--- config.mk ---
export PLATFORM = sky130hd
export DESIGN_NAME = wb_arbiter_n
export DESIGN_NICKNAME = d
export VERILOG_FILES = /design/src/rtl/wb_arbiter_n.sv
export SDC_FILE = /design/constraint.sdc
export NUM_CORES = 1
export LEC_CHECK = 0
export CAP_MARGIN = 20
export CORE_AREA = 2 2 90 92
export CTS_CLUSTER_SIZE = 20
export DETAILED_ROUTE_END_ITERATION = 8
export DIE_AREA = 0 0 92 94
export PLACE_DENSITY = 0.74
export SETUP_SLACK_MARGIN = 0.02
export SYNTH_ARGS = -nofsm -noshare
export SYNTH_HDL_FRONTEND = slang
export SYNTH_SLANG_ARGS = --single-unit
--- constraint.sdc ---
create_clock -name i_clk -period 4.7 [get_ports i_clk]
set_clock_uncertainty 0.15 [all_clocks]
set_input_delay 0.94 -clock i_clk [delete_from_list [all_inputs] [get_ports i_clk]]
set_output_delay 0.94 -clock i_clk [all_outputs]
set_load 0.03 [all_outputs]
--- src/rtl/wb_arbiter_n.sv ---
// N-master to 1-slave Wishbone arbiter (round-robin or fixed priority); grant held for the whole cycle.
// Define WB_ARB_TIMEOUT_EN to add a bus watchdog that errors out a silent slave after TIMEOUT_CYCLES.
module wb_arbiter_n #(
    parameter int NUM_MASTERS    = 3,
    parameter int AW             = 24,
    parameter int DW             = 16,
    parameter int SW             = 2,
    parameter int ARB_MODE       = 0,
    parameter int TIMEOUT_CYCLES = 255
) (
    input  logic                      i_clk,
    input  logic                      i_rst_n,
    input  logic [NUM_MASTERS-1:0]    m_wb_cyc,
    input  logic [NUM_MASTERS-1:0]    m_wb_stb,
    input  logic [NUM_MASTERS-1:0]    m_wb_we,
    input  logic [NUM_MASTERS*AW-1:0] m_wb_adr,
    input  logic [NUM_MASTERS*DW-1:0] m_wb_o_dat,
    input  logic [NUM_MASTERS*SW-1:0] m_wb_sel,
    input  logic [NUM_MASTERS-1:0]    m_wb_4_burst,
    input  logic [NUM_MASTERS-1:0]    m_wb_8_burst,
    output logic [DW-1:0]             m_wb_i_dat,
    output logic [NUM_MASTERS-1:0]    m_wb_ack,
    output logic [NUM_MASTERS-1:0]    m_wb_err,
    output logic                      s_wb_cyc,
    output logic                      s_wb_stb,
    output logic                      s_wb_we,
    output logic [AW-1:0]             s_wb_adr,
    output logic [DW-1:0]             s_wb_o_dat,
    output logic [SW-1:0]             s_wb_sel,
    output logic                      s_wb_4_burst,
    output logic                      s_wb_8_burst,
    input  logic [DW-1:0]             s_wb_i_dat,
    input  logic                      s_wb_ack,
    input  logic                      s_wb_err,
    output logic [NUM_MASTERS-1:0]    o_grant
);

    localparam int IW = (NUM_MASTERS > 1) ? $clog2(NUM_MASTERS) : 1;

    if (NUM_MASTERS < 2 || NUM_MASTERS > 8 || TIMEOUT_CYCLES < 1 || TIMEOUT_CYCLES > 65535) begin : g_param_check
        $error("wb_arbiter_n: parameter out of range");
    end

    typedef enum logic {IDLE, BUSY} state_t;

    state_t                 state, state_next;
    logic [NUM_MASTERS-1:0] grant, grant_next, req;
    logic [IW-1:0]          ptr, ptr_next, win, cand;
    logic                   found, timeout;
    logic                   g_cyc, g_stb, g_we, g_b4, g_b8;
    logic [AW-1:0]          g_adr;
    logic [DW-1:0]          g_dat;
    logic [SW-1:0]          g_sel;
    int unsigned            idx;

    // Granted master's bus; all zero while grant is empty.
    always_comb begin
        g_cyc = 1'b0;
        g_stb = 1'b0;
        g_we  = 1'b0;
        g_b4  = 1'b0;
        g_b8  = 1'b0;
        g_adr = '0;
        g_dat = '0;
        g_sel = '0;
        for (int unsigned k = 0; k < NUM_MASTERS; k++) begin
            if (grant[k]) begin
                g_cyc = m_wb_cyc[k];
                g_stb = m_wb_stb[k];
                g_we  = m_wb_we[k];
                g_b4  = m_wb_4_burst[k];
                g_b8  = m_wb_8_burst[k];
                g_adr = m_wb_adr[k*AW +: AW];
                g_dat = m_wb_o_dat[k*DW +: DW];
                g_sel = m_wb_sel[k*SW +: SW];
            end
        end
    end

    // Search order starts at ptr (next index after the last winner) in round-robin mode.
    always_comb begin
        found = 1'b0;
        win   = '0;
        idx   = 0;
        cand  = '0;
        for (int unsigned i = 0; i < NUM_MASTERS; i++) begin
            idx  = (ARB_MODE == 0) ? (int'(ptr) + i) % NUM_MASTERS : i;
            cand = IW'(idx);
            if (!found && req[cand]) begin
                found = 1'b1;
                win   = cand;
            end
        end
    end

    always_comb begin
        state_next = state;
        grant_next = grant;
        ptr_next   = ptr;
        case (state)
            IDLE: begin
                if (found) begin
                    grant_next = {{(NUM_MASTERS-1){1'b0}}, 1'b1} << win;
                    state_next = BUSY;
                    if (ARB_MODE == 0) begin
                        if (int'(win) == NUM_MASTERS - 1) ptr_next = '0;
                        else                              ptr_next = win + 1'b1;
                    end
                end
            end
            BUSY: begin
                if (!g_cyc || timeout) begin
                    grant_next = '0;
                    state_next = IDLE;
                end
            end
        endcase
    end

    always_ff @(posedge i_clk or negedge i_rst_n) begin
        if (!i_rst_n) begin
            state <= IDLE;
            grant <= '0;
            ptr   <= '0;
        end else begin
            state <= state_next;
            grant <= grant_next;
            ptr   <= ptr_next;
        end
    end

`ifdef WB_ARB_TIMEOUT_EN
    logic [15:0]            to_cnt, to_cnt_next;
    logic [NUM_MASTERS-1:0] blocked, blocked_next;

    // A timed-out master stays masked until it drops cyc once.
    always_comb begin
        to_cnt_next = '0;
        timeout     = 1'b0;
        if (state == BUSY && g_stb && !s_wb_ack && !s_wb_err) begin
            if (to_cnt == 16'(TIMEOUT_CYCLES)) timeout = 1'b1;
            else                               to_cnt_next = to_cnt + 16'd1;
        end
        blocked_next = (blocked & m_wb_cyc) | (timeout ? grant : '0);
    end

    assign req = m_wb_cyc & ~blocked;

    always_ff @(posedge i_clk or negedge i_rst_n) begin
        if (!i_rst_n) begin
            to_cnt  <= '0;
            blocked <= '0;
        end else begin
            to_cnt  <= to_cnt_next;
            blocked <= blocked_next;
        end
    end
`else
    assign timeout = 1'b0;
    assign req     = m_wb_cyc;
`endif

    assign s_wb_cyc     = g_cyc & ~timeout;
    assign s_wb_stb     = g_stb & ~timeout;
    assign s_wb_we      = g_we;
    assign s_wb_adr     = g_adr;
    assign s_wb_o_dat   = g_dat;
    assign s_wb_sel     = g_sel;
    assign s_wb_4_burst = g_b4;
    assign s_wb_8_burst = g_b8;
    assign m_wb_i_dat   = s_wb_i_dat;
    assign m_wb_ack     = grant & {NUM_MASTERS{s_wb_ack & ~s_wb_err & ~timeout}};
    assign m_wb_err     = grant & {NUM_MASTERS{s_wb_err | timeout}};
    assign o_grant      = grant;

endmodule

After elaboration in Yosys (flattened, before gate mapping)
Cells that the tools add are included.
Storage, ports and cells
  register bits: 6
  bits of input ports: 161
  output and inout bits: 72
  logic and storage cells: 70
Cells by class
  add/subtract/negate cells: 3
  divide/modulo/power cells: 3
  magnitude comparators: 3
  equal/unequal tests: 3
  shift operators: 1
  multiplexer cells: 43
  bitwise operators: 5
  reduce and logical (&&, ||, !) cells: 6
Operators by type and width (count)
  24-bit 2-to-1 mux: 3
  32-bit by 2-bit remainder unit with 32-bit output, second input constant: 2
  16-bit 2-to-1 mux: 3
  2-bit by 2-bit remainder unit with 32-bit output, second input constant: 1
  1-bit 2-to-1 mux: 23
  2-bit 2-to-1 mux: 7
  2-bit by 3-bit < comparator with 1-bit output, second input constant: 3
  3-bit AND: 2
  1-bit binary-select mux with 2-bit select: 3
  3-bit 2-to-1 mux: 2
  3-bit one-hot mux with 2 select lines: 1
  2-bit inequality test, second input constant: 2
  2-bit AND reduction: 2
  2-bit by 1-bit adder with 3-bit output, second input constant: 1
  2-bit by 2-bit adder with 3-bit output, second input constant: 1
  1-bit by 2-bit << shifter with 3-bit output, first input constant: 1
  2-bit by 1-bit adder with 2-bit output, second input constant: 1
  2-bit == test, second input constant: 1
  1-bit logical AND: 2
  1-bit logical NOT: 2
  1-bit inverter: 2
  1-bit one-hot mux with 2 select lines: 1
  1-bit AND: 1

Depth between registers and ports, before layout
Gate-level depths: netlist of the first run.
  word-level depth: 13
  gate-level depth with buffers: 7

Least setup slack after synthesis of the first run
OpenSTA, ideal clock, no wires.
  path type: register to output
  from: reg grant[1] (netlist: o_grant[1])
  to: out s_wb_adr[23]
  arrival time: 1886 ps
  data required time: 3610 ps
  setup slack: 1724 ps
  stages on the path, launching flop included: 7
  path buffers: 3
  cells stage by stage: dfrtp_1 buf_4 nor2b_1 buf_6 buf_2 a22oi_1 o21ai_0
On the way
  word-level cells in the longest chain between the ends: 2
RTL lines
  from (decl): RTL line 47  | logic [NUM_MASTERS-1:0] grant, grant_next, req;
  from (signal assigned): RTL line 127  | grant <= grant_next;
  24-bit 2-to-1 mux (2 in series): RTL line 67  | if (grant[k]) begin
  to (decl): RTL line 27  | output logic [AW-1:0] s_wb_adr,
Every way passes these cells.

Worst setup path after layout of the first run
  from: reg grant[0] (netlist: o_grant[0])
  to: out s_wb_sel[0]
On the way
  word-level cells in the longest chain between the ends: 3
RTL lines
  2-bit 2-to-1 mux (3 in series): RTL line 67
  to (decl): RTL line 29  | output logic [SW-1:0] s_wb_sel,
Every way passes these cells.

==> reports/results.txt, run 1 <==
status: complete, no violations
first-pass GRT wire length: 11000 um
Critical Path Source Type: flip-flop
DIE AREA: 8650 um2
unrepaired setup endpoints after global routing: no
Total GRT Usage: 0.152
slew margin rel.: 0.617
met1 usage: 0.175
drc violations: 0
WP data required: 3.61 ns
Die Width: 92 um
GP Congestion: 0.846
yosys warns: 0
Core Region: 7610 um2
Int Power: 0.000908 W
clock power share: 0.042
Post-Syn Area: 1550 um2
sw power: 0.00112 W
Seq cells post-synth: 6
CP max FO: 20
combinational share of power: 0.891
Seq/Total Area, Yosys: 0.0969
busiest layer in global routing: met2
area delta synth->final: 128%
CP peak stage delay: 0.72 ns
FMAX: 0.275 GHz
Reg power frac: 0.066
Worst EP arrival: 2.55 ns
Worst Max-Slew Pin Slew: 0.574 ns
sw frac: 0.553
Slew Limit Fails: 0
mean post-synth cell area: 6.46 um2
layout cell share with drive strength beyond 1: 0.0390
htree depth: 1
Fin Hold WS: 0.411 ns
Worst-path clk slew: 0.04 ns
TNS Setup: 0 ns
chip height: 94 um
VDD IR max: 0.394 mV
Sink Count: 6
Fin. Hold Viols: 0
Avg Vias per Cell: 4.78
critical path type: flip-flop to output pin
Hold/Removal Path Class: flip-flop to flip-flop
Final min period: 3.64 ns
Finish-stage setup viols: 0
Initial Util: 0.204
final wirelength: 7370 um
Critical Path Slowest Stage Cell: clkdlybuf4s50_1
Final nets: 576
clock tree buffer depth: 2
antenna-violating nets left: 0
Initial DRC Count: 67
Syn Nets: 405
Ant. Diodes: 0
met2 usage: 0.287
io pins: 233
# port buffers: 200
total gr overflow: 0
clk root buf: clkbuf_8
largest net degree at the start of global routing: 61
Setup crit end kind: output pin
number of buffers created by CTS: 3
CTS tree: yes
Pwr per Cell Area: 575 nW/um2
standby leakage power: 1.24 nW
vias in the first global route: 2298
vias post-DR: 2446
row count: 32
initial antenna violation count: 0
fin crit share: 0.774
DRT Pass-1 Iters: 5
grt met3 use: 0.0369
DR WL/cell: 14.4 um
Synth cell types: 33
worst skew pair latency: 0.23 ns
Post-Syn Instances: 240
Final HPWL DP: 5870 um
CTS Hold Bufs: 0
Max Cap Viol: 0
Setup Buffers After CTS: 0
crit-path cells: nor2b_4 -> buf_4 -> a22oi_1 -> o21ai_0 -> clkdlybuf4s50_1
post-CTS sizing: 0
power groups by stage:
stage               sequential [W]  combinational [W]  clock (W)
finish                    0.000135            0.00181  0.0000853
global route              0.000145            0.00193  0.0000855
CTS                       0.000135            0.00182  0.0000835
detailed placement        0.000136            0.00181          0
global placement          0.000135            0.00179          0
floorplan                 0.000119            0.00113          0
logic make-up after synthesis:
kind of cell	after synthesis	synth area share
multiplexers	5	0.0363
AND/OR/NAND/NOR	72	0.200
flip-flops	6	0.0968
adder cells (fa/ha/maj)	4	0.0323
AO/OA/AOI/OAI	113	0.479
buffers and inverters	40	0.156
cells in the mapped netlist, drive strengths merged:
master,number,area share
mux2i,3,0.019
ha,4,0.032
mux2,2,0.017
o2bb2ai,3,0.017
a2bb2oi,1,0.0057
and2,6,0.024
a22oi,47,0.23
nor2,4,0.0097
nand2,53,0.13
nand2b,2,0.0081
nor2b,4,0.016
a22o,2,0.011
dfrtp,6,0.097
a21oi,2,0.0089
nand3b,1,0.0048
a21o,1,0.0048
o21ai,50,0.16
clkbuf,14,0.034
and3b,1,0.0057
inv,2,0.0048
o22a,1,0.0057
o22ai,3,0.012
a211o,2,0.011
buf,24,0.12
a31oi,1,0.0040
nand3,1,0.0032
through the flow:
step                cell area, um2  utilization  setup WS (ns)  std cells  total power, W
finish                        3530        0.464           1.06        512         0.00203
CTS                           3530        0.464           1.06        512         0.00204
global route                  3530        0.464          0.843        512         0.00216
global placement              3490        0.458           1.10        508         0.00193
floorplan                     1550            -           1.72        240         0.00125
detailed placement            3490        0.458           1.08        508         0.00195
cell type report:
class | instances | area (um2)
clock buffer | 4 | 45.0
fill | 736 | 4080
inverter | 2 | 7.51
multi-input combinational | 194 | 1170
sequential | 6 | 153
tap | 102 | 128
timing repair buffer | 204 | 2030
state kept, by name, indices dropped and copies added, names as in the netlist:
name	count
o_grant	3
state	1
ptr	2
cell usage in the layout, fill, tap and decap left out, types with 2 or more instances in the layout:
master           count
o22ai_1              3
o21ai_0             47
dfrtp_2              2
and2_1               6
mux2i_1              3
clkbuf_8             3
a22oi_2              2
nor2_1               4
nor2b_1              3
nand2b_1             2
a22oi_1             45
nand2_1             53
buf_4                4
o21ai_1              2
a22o_1               2
a211o_1              2
ha_1                 4
dfrtp_1              4
inv_1                2
clkdlybuf4s50_1    200
o2bb2ai_1            3
worst max-delay path: cells and delay by family (launching register included):
kind | cells | cell delay, ns
buffers and inverters | 2 | 1.05
AO/OA/AOI/OAI | 2 | 0.32
flip-flops | 1 | 0.44
AND/OR/NAND/NOR | 1 | 0.51
layer usage:
layer / up-vias / part of all wire / wire length [um]
met2: 122 / 0.52 / 3860
li1: 1207 / - / -
met3: 15 / 0.094 / 692
met1: 1102 / 0.37 / 2720
met4: 0 / 0.012 / 91
met5: - / 0 / 0
final timing paths:
path                             from          end  slack, ns  cells past startpoint
max                        o_grant[0]  s_wb_sel[0]       1.06                      5
min                             state        state       0.41                      1
max reg2reg                o_grant[2]   o_grant[2]       2.48                      4
min reg2reg                     state        state       0.41                      1
max in group asynchronous     i_rst_n   o_grant[1]       3.35                      1
min in group asynchronous     i_rst_n        state       0.80                      1
Note: power is estimated with default switching activity, not from simulation.
==> run 2, diff against run 1 <==
CORE_AREA = 2 2 91 93   (was 2 2 90 92)
DIE_AREA = 0 0 93 95   (was 0 0 92 94)
PLACE_DENSITY = 0.73   (was 0.74)
clock period = 3.7 ns   (was 4.7 ns; I/O delays follow)
==> reports/results.txt, run 2 (same netlist as run 1, synthesis figures left out) <==
DRT Pass-1 Iters: 4 (was 5)
Core Region: 7930 um2 (was 7610 um2)
status: complete, no violations (unchanged)
CP max FO: 5 (was 20)
slew margin rel.: 0.482 (was 0.617)
Worst Max-Slew Pin Slew: 0.777 ns (was 0.574 ns)
vias post-DR: 2432 (was 2446)
Avg Vias per Cell: 4.70 (was 4.78)
vias in the first global route: 2364 (was 2298)
Fill cells: 770 (was 736)
worst reg2reg path depth: 7 (was 4)
post-CTS sizing: 0 (unchanged)
fin crit share: 0.868
Total GRT Usage: 0.161 (was 0.152)
worst setup margin: 0.489 ns (was 1.06 ns)
Pwr per Cell Area: 729 nW/um2 (was 575 nW/um2)
VDD IR max: 0.425 mV (was 0.394 mV)
critical path endpoint: s_wb_cyc (was s_wb_sel[0])
Final nets: 578 (was 576)
# port buffers: 200 (unchanged)
Hold/Removal Path Class: flip-flop to flip-flop (unchanged)
Worst EP arrival: 2.32 ns (was 2.55 ns)
total gr overflow: 0 (unchanged)
number of buffers created by CTS: 3 (unchanged)
unrepaired setup endpoints after global routing: no (unchanged)
Setup crit end kind: output pin (unchanged)
Fin. Hold Viols: 0 (unchanged)
Sink Count: 6 (unchanged)
Initial DRC Count: 107 (was 67)
Final HPWL DP: 6060 um (was 5870 um)
antenna-violating nets left: 0 (unchanged)
setup slack, reg-to-reg: 1.67 ns (was 2.48 ns)
DR WL/cell: 14.7 um (was 14.4 um)
largest net degree at the start of global routing: 51 (was 61)
clock tree buffer depth: 2 (unchanged)
Critical Path Source Type: input pin (was flip-flop)
most frequent cells in the layout: clkdlybuf4s50_1 (200), nand2_1 (53), o21ai_0 (47) (unchanged)
row count: 33 (was 32)
CP startpoint: m_wb_cyc[1] (was o_grant[0])
CTS tree: yes (unchanged)
chip height: 95 um (was 94 um)
max reg flops: 3 (unchanged)
GP Congestion: 0.779 (was 0.846)
Max Cap Viol: 0 (unchanged)
htree depth: 1 (unchanged)
standby leakage power: 1.26 nW (was 1.24 nW)
Placed Area: 3520 um2 (was 3490 um2)
first-pass GRT wire length: 11500 um (was 11000 um)
TNS Setup: 0 ns (unchanged)
dpl cells: 513 (was 508)
r2r startpoint: ptr[0] (was o_grant[2])
CTS Hold Bufs: 0 (unchanged)
critical path type: input pin to output pin (was flip-flop to output pin)
Setup Buffers After CTS: 0 (unchanged)
final wirelength: 7620 um (was 7370 um)
Setup WS pre-CTS: 0.497 ns (was 1.08 ns)
DIE AREA: 8840 um2 (was 8650 um2)
FMAX: 0.311 GHz
Initial Util: 0.196 (was 0.204)
Worst-path clk slew: 0.04 ns (about the same)
Post-Layout Cell Count: 517 (was 512)
drc violations: 0 (unchanged)
Final min period: 3.21 ns
Finish-stage setup viols: 0 (unchanged)
commonest non-fill, non-tap cell in the layout: clkdlybuf4s50_1 (unchanged)
final instance area: 3560 um2 (was 3530 um2)
Slew Limit Fails: 0 (unchanged)
Die Width: 93 um (was 92 um)
worst skew pair latency: 0.22 ns (was 0.23 ns)
initial antenna violation count: 0 (unchanged)
Ant. Diodes: 0 (unchanged)
layout cell share with drive strength beyond 1: 0.0437 (was 0.0390)
FF-to-FF End: o_grant[0] (was o_grant[2])
WP data required: 2.81 ns (was 3.61 ns)
Power, Total: 0.00260 W (was 0.00203 W)
io pins: 233 (unchanged)
clk root buf: clkbuf_8 (unchanged)
area delta synth->final: 130% (was 128%)
-- run 2: cell types whose count changed in the layout (fill, tap and decap cells not counted), sizes merged --
| cell | before | now |
|---|---|---|
| buf | 4 | 6 |
-- run 2: layer usage --
metal | vias to the layer above | wire length (um) | global-route usage
li1 | 1210 | - | -
met1 | 1086 | 2840 | 0.177
met2 | 112 | 3830 | 0.292
met3 | 24 | 702 | 0.0407
met4 | 0 | 246 | 0.0686
met5 | - | 0 | 0
-- run 2: layout make-up --
type	instances	area (um2)	area share
clock buffers	4	45.0	0.0126
repair buffers	206	2060	0.578
well taps	105	131	0.0369
inverters	2	7.51	0.00211
flip-flops and latches	6	153	0.0429
multi-input cells	194	1170	0.327
-- run 2: worst max-delay path: stages --
cell	delay, ns
clkdlybuf4s50_1	0.57
a22oi_2	0.12
o21ai_2	0.17
clkdlybuf4s50_1	0.72
-- run 2: worst min-delay path by stage --
stage	startpoint	endpoint	slack (ns)	depth (start not counted)
3_3_place_gp	state	state	0.39	1
6_report	state	state	0.41	1
2_1_floorplan	i_rst_n	o_grant[0]	0.29	0
3_5_place_dp	state	state	0.40	1
4_1_cts	state	state	0.41	1
5_1_grt	state	state	0.43	1
-- run 2: power by group --
group | internal (W) | leakage (nW) | total [W] | switching [W]
combinational | 0.000997 | 1.16 | 0.00230 | 0.00131
clock | 0.0000741 | 0.0228 | 0.000103 | 0.0000285
sequential | 0.0000981 | 0.0734 | 0.000190 | 0.0000922
-- run 2: metrics by stage --
step                hold slack [ns]  utilization
floorplan                     0.294            -
global placement              0.389        0.444
global route                  0.430        0.449
finish                        0.408        0.449
CTS                           0.408        0.449
detailed placement            0.400        0.444
